### src/rtl/mt9d111_capture.sv
// MT9D111 DVP capture: 8-bit VSYNC/HREF/D stream -> RGB565 pixels with counters and strobes.
// Optional colour-bar test pattern when MT9D111_CAPTURE_TESTPAT_EN is defined (adds tp_sel).
module mt9d111_capture #(
    parameter int H_WIDTH     = 800,
    parameter int V_WIDTH     = 600,
    parameter int SKIP_FRAMES = 2
) (
    input  logic        MT9D111_CLK,
    input  logic        sys_rst,
    input  logic        MT9D111_VSYNC,
    input  logic        MT9D111_HREF,
    input  logic [7:0]  MT9D111_D,
`ifdef MT9D111_CAPTURE_TESTPAT_EN
    input  logic        tp_sel,
`endif
    output logic [15:0] MT9D111_FrameData,
    output logic        MT9D111_FrameDataEn,
    output logic [10:0] MT9D111_FrameHCnt,
    output logic [10:0] MT9D111_FrameVCnt,
    output logic        MT9D111_FrameNewEn,
    output logic        line_err,
    output logic        frame_short
);

    typedef enum logic [1:0] {
        WAIT_VS = 2'd0,
        SYNC    = 2'd1,
        SKIP    = 2'd2,
        ACTIVE  = 2'd3
    } state_t;

    localparam logic [10:0] H_MAX   = 11'(H_WIDTH);
    localparam logic [10:0] V_MAX   = 11'(V_WIDTH);
    localparam logic [10:0] CNT_SAT = 11'd2047;
    localparam logic [3:0]  SKIP_INIT = 4'(SKIP_FRAMES);

    state_t      state;
    logic        vs_r, vs_rr, href_r, href_rr;
    logic [7:0]  d_r;
    logic [3:0]  skip_cnt;
    logic        phase;
    logic [7:0]  hi_byte;
    logic [10:0] h_cnt, v_cnt;
    logic        line_seen;

    logic        vs_rise, vs_fall, href_fall, line_end;
    logic [10:0] v_after;
    logic [15:0] pix_data;

    // A line also ends when VSYNC rises while HREF is still high.
    always_comb begin
        vs_rise   = vs_r & ~vs_rr;
        vs_fall   = ~vs_r & vs_rr;
        href_fall = ~href_r & href_rr;
        line_end  = href_fall | (vs_rise & href_r);
        v_after   = v_cnt;
        if (line_end && (line_seen || href_r) && (v_cnt != CNT_SAT))
            v_after = v_cnt + 11'd1;
    end

`ifdef MT9D111_CAPTURE_TESTPAT_EN
    localparam logic [10:0] Q1 = 11'(H_WIDTH / 4);
    localparam logic [10:0] Q2 = 11'(H_WIDTH / 2);
    localparam logic [10:0] Q3 = 11'((3 * H_WIDTH) / 4);

    // h_cnt equals FrameHCnt-1 for the pixel being emitted.
    always_comb begin
        pix_data = {hi_byte, d_r};
        if (tp_sel) begin
            if (h_cnt < Q1)
                pix_data = 16'hF800;
            else if (h_cnt < Q2)
                pix_data = 16'h07E0;
            else if (h_cnt < Q3)
                pix_data = 16'h001F;
            else
                pix_data = 16'hF81F;
        end
    end
`else
    assign pix_data = {hi_byte, d_r};
`endif

    always_ff @(posedge MT9D111_CLK) begin
        if (sys_rst) begin
            state               <= WAIT_VS;
            vs_r                <= 1'b0;
            vs_rr               <= 1'b0;
            href_r              <= 1'b0;
            href_rr             <= 1'b0;
            d_r                 <= 8'd0;
            skip_cnt            <= SKIP_INIT;
            phase               <= 1'b0;
            hi_byte             <= 8'd0;
            h_cnt               <= 11'd0;
            v_cnt               <= 11'd0;
            line_seen           <= 1'b0;
            MT9D111_FrameData   <= 16'd0;
            MT9D111_FrameDataEn <= 1'b0;
            MT9D111_FrameHCnt   <= 11'd0;
            MT9D111_FrameVCnt   <= 11'd0;
            MT9D111_FrameNewEn  <= 1'b0;
            line_err            <= 1'b0;
            frame_short         <= 1'b0;
        end else begin
            vs_r    <= MT9D111_VSYNC;
            vs_rr   <= vs_r;
            href_r  <= MT9D111_HREF;
            href_rr <= href_r;
            d_r     <= MT9D111_D;

            MT9D111_FrameDataEn <= 1'b0;
            MT9D111_FrameNewEn  <= 1'b0;
            line_err            <= 1'b0;
            frame_short         <= 1'b0;

            case (state)
                WAIT_VS: begin
                    if (vs_r)
                        state <= SYNC;
                end
                SYNC: begin
                    if (vs_fall) begin
                        if (skip_cnt != 4'd0) begin
                            skip_cnt <= skip_cnt - 4'd1;
                            state    <= SKIP;
                        end else begin
                            state              <= ACTIVE;
                            MT9D111_FrameNewEn <= 1'b1;
                            v_cnt              <= 11'd0;
                            h_cnt              <= 11'd0;
                            phase              <= 1'b0;
                            line_seen          <= 1'b0;
                        end
                    end
                end
                SKIP: begin
                    if (vs_rise)
                        state <= SYNC;
                end
                ACTIVE: begin
                    if (line_end) begin
                        line_err  <= phase;
                        v_cnt     <= v_after;
                        h_cnt     <= 11'd0;
                        phase     <= 1'b0;
                        line_seen <= 1'b0;
                    end else if (href_r) begin
                        line_seen <= 1'b1;
                        phase     <= ~phase;
                        if (!phase) begin
                            hi_byte <= d_r;
                        end else begin
                            if ((h_cnt < H_MAX) && (v_cnt < V_MAX)) begin
                                MT9D111_FrameDataEn <= 1'b1;
                                MT9D111_FrameData   <= pix_data;
                                MT9D111_FrameHCnt   <= h_cnt + 11'd1;
                                MT9D111_FrameVCnt   <= v_cnt;
                            end
                            if (h_cnt != CNT_SAT)
                                h_cnt <= h_cnt + 11'd1;
                        end
                    end
                    if (vs_rise) begin
                        frame_short <= (v_after < V_MAX);
                        state       <= SYNC;
                    end
                end
                default: state <= WAIT_VS;
            endcase
        end
    end

endmodule

### config.mk
export PLATFORM = sky130hd
export DESIGN_NAME = mt9d111_capture
export DESIGN_NICKNAME = d
export VERILOG_FILES = /design/src/rtl/mt9d111_capture.sv
export SDC_FILE = /design/constraint.sdc
export NUM_CORES = 1
export LEC_CHECK = 0
export BUFFER_PORTS_ARGS = -buffer_cell sky130_fd_sc_hd__clkbuf_2
export CORE_ASPECT_RATIO = 0.8
export CORE_MARGIN = 10
export CORE_UTILIZATION = 32
export CTS_CLUSTER_DIAMETER = 60
export DETAILED_ROUTE_END_ITERATION = 8
export PLACE_DENSITY = 0.51
export SLEW_MARGIN = 20
export SYNTH_ARGS = -nofsm -noshare
export SYNTH_HDL_FRONTEND = slang
export SYNTH_SLANG_ARGS = --single-unit
export TNS_END_PERCENT = 100
### constraint.sdc
create_clock -name MT9D111_CLK -period 3.15 [get_ports MT9D111_CLK]
set_clock_uncertainty 0.2 [all_clocks]
set_input_delay 0.315 -clock MT9D111_CLK [delete_from_list [all_inputs] [get_ports MT9D111_CLK]]
set_output_delay 0.315 -clock MT9D111_CLK [all_outputs]
set_load 0.02 [all_outputs]
== Word-level counts from Yosys, hierarchy flattened ==
Cells that the tools add are included.

* Logic and storage cells: 96
* Bits in read-only memories: 0
* Register bits: 92
* Input bits: 12
* Memories kept: 0
* Output and inout port bits: 42
* Latch bits: 0
* RAM bits: 0

* Divide/modulo/power cells: 0
* Add/subtract/negate cells: 3
* $lt $le $gt $ge: 3
* Reductions and logical operators: 19
* Multipliers: 0
* Mux-type cells: 25
* Bitwise gates (word level): 14
* Eq/ne operators: 13
* Shift-type cells: 0

{| class="wikitable"
|+ Operator list
! kind !! number
|-
| $mux 11 || 8
|-
| $pmux 11 s2 || 2
|-
| $lt 11x10->1 const B || 3
|-
| $add 11x1->11 const B || 2
|-
| $ne 11x11->1 const B || 2
|-
| $reduce_and 4->1 || 3
|-
| $mux 1 || 9
|-
| $ne 3x3->1 const B || 3
|-
| $not 1->1 || 9
|-
| $reduce_or 3->1 || 3
|-
| $ne 2x2->1 const B || 4
|-
| $mux 2 || 3
|-
| $pmux 2 s3 || 1
|-
| $reduce_and 3->1 || 2
|-
| $reduce_and 6->1 || 1
|-
| $reduce_and 5->1 || 1
|-
| $reduce_or 5->1 || 1
|-
| $and 1x1->1 || 4
|-
| $eq 2x2->1 const B || 2
|-
| $pmux 1 s2 || 2
|-
| $reduce_bool 4->1 || 1
|-
| $sub 4x1->4 const B || 1
|-
| $logic_and 1x1->1 || 3
|-
| $eq 2x1->1 const B || 1
|-
| other kinds (6) || 6
|}

== Longest topological paths before layout ==
* Depth after elaboration: 9
* Depth in mapped cells: 9
* Mapped depth without buffers: 8

== Least setup slack after synthesis ==
OpenSTA, ideal clock, no wires.

* Path kind: register to register
* Start point: register v_cnt[0]
* End point: register frame_short
* Data arrival time: 1.972 ns
* Period minus slack after synthesis: 2.289 ns
* Path buffers: 2
* Setup time: 0.117 ns
* Cell stages (with the launch flop): 10
* Slack: 0.861 ns
* Data required time: 2.833 ns
* Cell sequence: dfxtp_1 > ha_1 > nand3_2 > or4_4 > buf_6 > and3_4 > buf_6 > mux2i_1 > a21boi_1 > a22o_1

* Cells in the longest elaborated chain, start to end: 4
* Elaborated cells on any way between the ends: 5
* Classes of those cells: 1 x add/sub; 1 x order compare; 1 x eq/ne; 1 x mux; 1 x reduce/logical

{| class="wikitable"
|+ RTL lines
! what !! line !! source
|-
| start: declaration || 43 || <nowiki>logic [10:0] h_cnt, v_cnt;</nowiki>
|-
| start signal: assignment || 144 || <nowiki>v_cnt <= v_after;</nowiki>
|-
| parallel branches: the longest is 2 deep, another holds $add 11x1->11 || n/a ||
|-
| $mux 11 (*) || 57 || <nowiki>if (line_end && (line_seen || href_r) && (v_cnt != CNT_SAT))</nowiki>
|-
| $lt 11x10->1 (*) || 165 || <nowiki>frame_short <= (v_after < V_MAX);</nowiki>
|-
| end signal: assignment || 165 ||
|-
| end: declaration || 22 || <nowiki>output logic frame_short</nowiki>
|}

Every way passes the cells marked *.
A chain may end at the register's enable or synchronous reset.

== Final worst setup path ==
* Start point: register h_cnt[0]
* End point: register h_cnt[7]

* Cells in the longest elaborated chain, start to end: 6
* Elaborated cells on any way between the ends: 9
* Classes of those cells: 1 x add/sub; 2 x eq/ne; 5 x mux; 1 x reduce/logical

{| class="wikitable"
|+ RTL lines
! what !! line !! source
|-
| start: declaration || 43 ||
|-
| start signal: assignment || 161 || <nowiki>h_cnt <= h_cnt + 11'd1;</nowiki>
|-
| $add 11x1->11 || 161 ||
|-
| $mux 11 || 160 || <nowiki>if (h_cnt != CNT_SAT)</nowiki>
|-
| $mux 11 || 151 || <nowiki>if (!phase) begin</nowiki>
|-
| $mux 11 || 148 || <nowiki>end else if (href_r) begin</nowiki>
|-
| $mux 11 || 142 || <nowiki>if (line_end) begin</nowiki>
|-
| $pmux 11 s2 || 117 || <nowiki>case (state)</nowiki>
|}

Several ways; a longest one is shown, not always the timed one. The select of a mux whose other input is x is not followed.

==> results.md <==
* Status: completed
* Yosys cell types at 52
* FF-to-FF path depth at 7
* Final wirelength at 9318 um
* Reg2reg setup slack at 0.52 ns
* Crit path max fanout at 6
* Syn-to-layout area delta at 19.56%
* Initial antenna violation count at 0
* Hold Path Stages at 2
* Inserted Diodes at 0
* # resized after CTS at 0
* CTS tree: done
* Total Die Area at 16760 um^2
* IO Count at 54
* Hold slack at 0.02537 ns
* Top FF cell, synth: dfxtp_1
* Slew at the pin with the worst max-slew slack at 0.9908 ns
* Cts bufs inserted at 9
* Post-synth EDFFs at 0
* Slew Viols, Final at 0
* Worst setup EP type: flop
* Placed Area at 4182 um^2
* Core footprint at 11600 um^2
* Port Buf Inserts at 53
* Via count at 3266
* Setup WS pre-CTS at 0.5649 ns
* Postcts setup bufs at 0
* Post-route setup slack at 0.5216 ns
* Layout Nets at 520
* Synth top area cells: dfxtp_1 (48%), nand2_1 (7.5%), a21oi_1 (5.9%), nor2_1 (5.1%), mux2i_1 (2.6%)
* Worst R2R End: h_cnt[7]$_SDFFE_PP0P_
* Final Non-Filler Cells at 657
* Detailed-route DRC error count at 0
* Violation count after the first detailed-route iteration at 270
* Fmax at 380.5 MHz
* Design Area, Final at 4574 um^2
* Post-DP HPWL at 6729 um
* Critical path cell sequence: ha_1, nand3_1, o41ai_1, nand2_1, a21oi_1, o21ai_0, o31ai_1
* CTS sink count at 92
* Synth area leader: dfxtp_1
* Final Util at 39.42%
* Maximum VDD drop at 0.2331 mV
* Largest net degree at the start of global routing at 39
* Startpoint types: flop
* H-tree levels at 3
* Share of the synthesized area in the top cell type at 48.14%
* Leakage power at 1.687 nW
* Clock transition at the registers of the reported paths at 0.06 ns
* Total gr overflow at 0
* Cell count after synthesis at 458
* Pwr Density at 508.1 nW/um^2
* Layout cells sized above 1 at 16.70%
* Critical Path RT at 3.19 ns
* Crit-path max cell delay at 0.72 ns
* Syn Area/Cell at 8.354 um^2
* Synth warn at 0
* Final setup vio count at 0
* Power Total at 2.324 mW
* Routed vias/inst at 4.971
* Global-route wire length before repair at 15420 um
* Final min period at 2.628 ns
* RSZ-0062 raised after global routing: no
* Max clock buf depth at 2
* DIE WIDTH at 142.3 um
* Syn nets at 473
* Initial Util at 32.97%
* Worst EP arrival at 2.67 ns
* DR pass1 iterations at 4
* Synth Register Bits at 92
* Vias in the first global route at 3113
* Total Routing Usage GR at 11.08%
* Slowest-stage cell, CP: o41ai_1
* Setup TNS at 0 ns
* Later-pin clock latency in the skew report at 0.34 ns
* Period utilization at 83.44%
* Root Driver: clkbuf_16
* Worst Min Path Start: MT9D111_D[6]
* Placed Instances at 633
* FILL cells at 1158
* WL/cell at 14.18 um
* GPL Wtd Cong at 0.8266
* Total of max-cap violations at 0
* RR Startpoint: h_cnt[0]$_SDFFE_PP0P_
* Mapped Area at 3826 um^2
* Async set-reset flop share out of synthesis at 0%
* FP Rows at 35
* Sequential area share after synthesis at 48.14%
* Hold Fails Final Rpt at 0
* Worst setup path endpoint: h_cnt[7]$_SDFFE_PP0P_
* Worst min path class: in2reg
* Rel. slew slack at 33.95%
* Die Ht at 117.8 um
* Final ANT Viol Nets at 0
* WS Path Type: reg2reg
* Worst Setup SP: h_cnt[0]$_SDFFE_PP0P_
[cell usage in the layout, fill, tap and decap left out, types with 14 or more instances in the layout]
| cell type | instances |
|---|---|
| nor2_1 | 52 |
| clkbuf_2 | 53 |
| dfxtp_1 | 92 |
| o21ai_0 | 18 |
| a21oi_1 | 44 |
| nor2b_1 | 14 |
| nand3_1 | 15 |
| nand2_1 | 76 |
[worst min-delay path by stage]
stage | endpoint | slack [ns]
final | d_r[6]$_SDFF_PP0_ | 0.03
after global routing | d_r[6]$_SDFF_PP0_ | 0.01
after CTS | d_r[6]$_SDFF_PP0_ | 0.02
after detailed placement | MT9D111_FrameData[15]$_SDFFE_PP0P_ | 0.25
after global placement | MT9D111_FrameData[8]$_SDFFE_PP0P_ | 0.25
after floorplan | MT9D111_FrameData[10]$_SDFFE_PP0P_ | 0.23
[final cells by class]
| class | count | area, um^2 | share of cell area (%) |
|---|---|---|---|
| Inverter | 5 | 18.77 | 0.4103 |
| Multi-Input combinational cell | 330 | 1833 | 40.07 |
| Clock inverter | 3 | 46.29 | 1.012 |
| Sequential cell | 92 | 1842 | 40.26 |
| Tap cell | 148 | 185.2 | 4.048 |
| Clock buffer | 12 | 256.5 | 5.607 |
| Timing Repair Buffer | 67 | 392.9 | 8.589 |
[repair_timing]
action | in CTS | in global routing
hold endpoints to repair | 9 | 0
setup endpoints to repair | 0 | 0
hold buffers | 9 | 0
[registers in the layout, indices dropped and copies added (netlist names)]
signal	count
line_err	1
MT9D111_FrameNewEn	1
href_r	1
v_cnt	11
href_rr	1
hi_byte	8
MT9D111_FrameVCnt	11
h_cnt	11
skip_cnt	4
MT9D111_FrameData	16
MT9D111_FrameDataEn	1
frame_short	1
vs_rr	1
MT9D111_FrameHCnt	11
line_seen	1
state	2
phase	1
d_r	8
vs_r	1
[power by group]
part	switching [mW]	total (mW)	internal (mW)	leakage [nW]
sequential	0.00893	1.18	1.17	0.744
clock	0.433	1.09	0.655	0.145
combinational	0.0305	0.0538	0.0233	0.798
total	0.473	2.32	1.85	1.69
[synthesized netlist by cell type (all sizes together) (4+ instances only)]
master and instances:
mux2i 10, nand4 6, and3 10, a211oi 11, nor3b 5, o31ai 5, nor2b 14, nand3b 4
o21ai 18, a21oi 45, xnor2 10, a22oi 4, inv 5, clkbuf 21, nor2 53, dfxtp 92
buf 10, nor3 7, and2 4, nand3 17, nand2 76
[routing by layer]
metal	global-route usage, %	vias to the layer above	share of wire [%]
met5	0	-	0
met2	15.57	87	41
met4	2.679	0	0.43
li1	-	1661	-
met3	4.798	4	7.0
met1	15.07	1514	51
[worst max-delay path: cells and delay by family, from the launching register on]
kind            cells  cell delay (ns)
fa+ha+maj           1             0.26
flops               1             0.39
simple gates        2             0.32
compound gates      4             1.37
[cell families (layout without fill, tap and decap cells)]
| family | Yosys count | after routing | synth area share (%) |
|---|---|---|---|
| buffers and inverters | 36 | 87 | 4.251 |
| adder cells (fa/ha/maj) | 3 | 3 | 0.9811 |
| multiplexers | 10 | 10 | 2.616 |
| AND/OR/NAND/NOR | 207 | 207 | 25.70 |
| XOR/XNOR | 13 | 13 | 2.976 |
| AO/OA/AOI/OAI | 97 | 97 | 15.34 |
| flip-flops | 92 | 92 | 48.14 |
No activity file was read; power rests on OpenSTA's default activity.
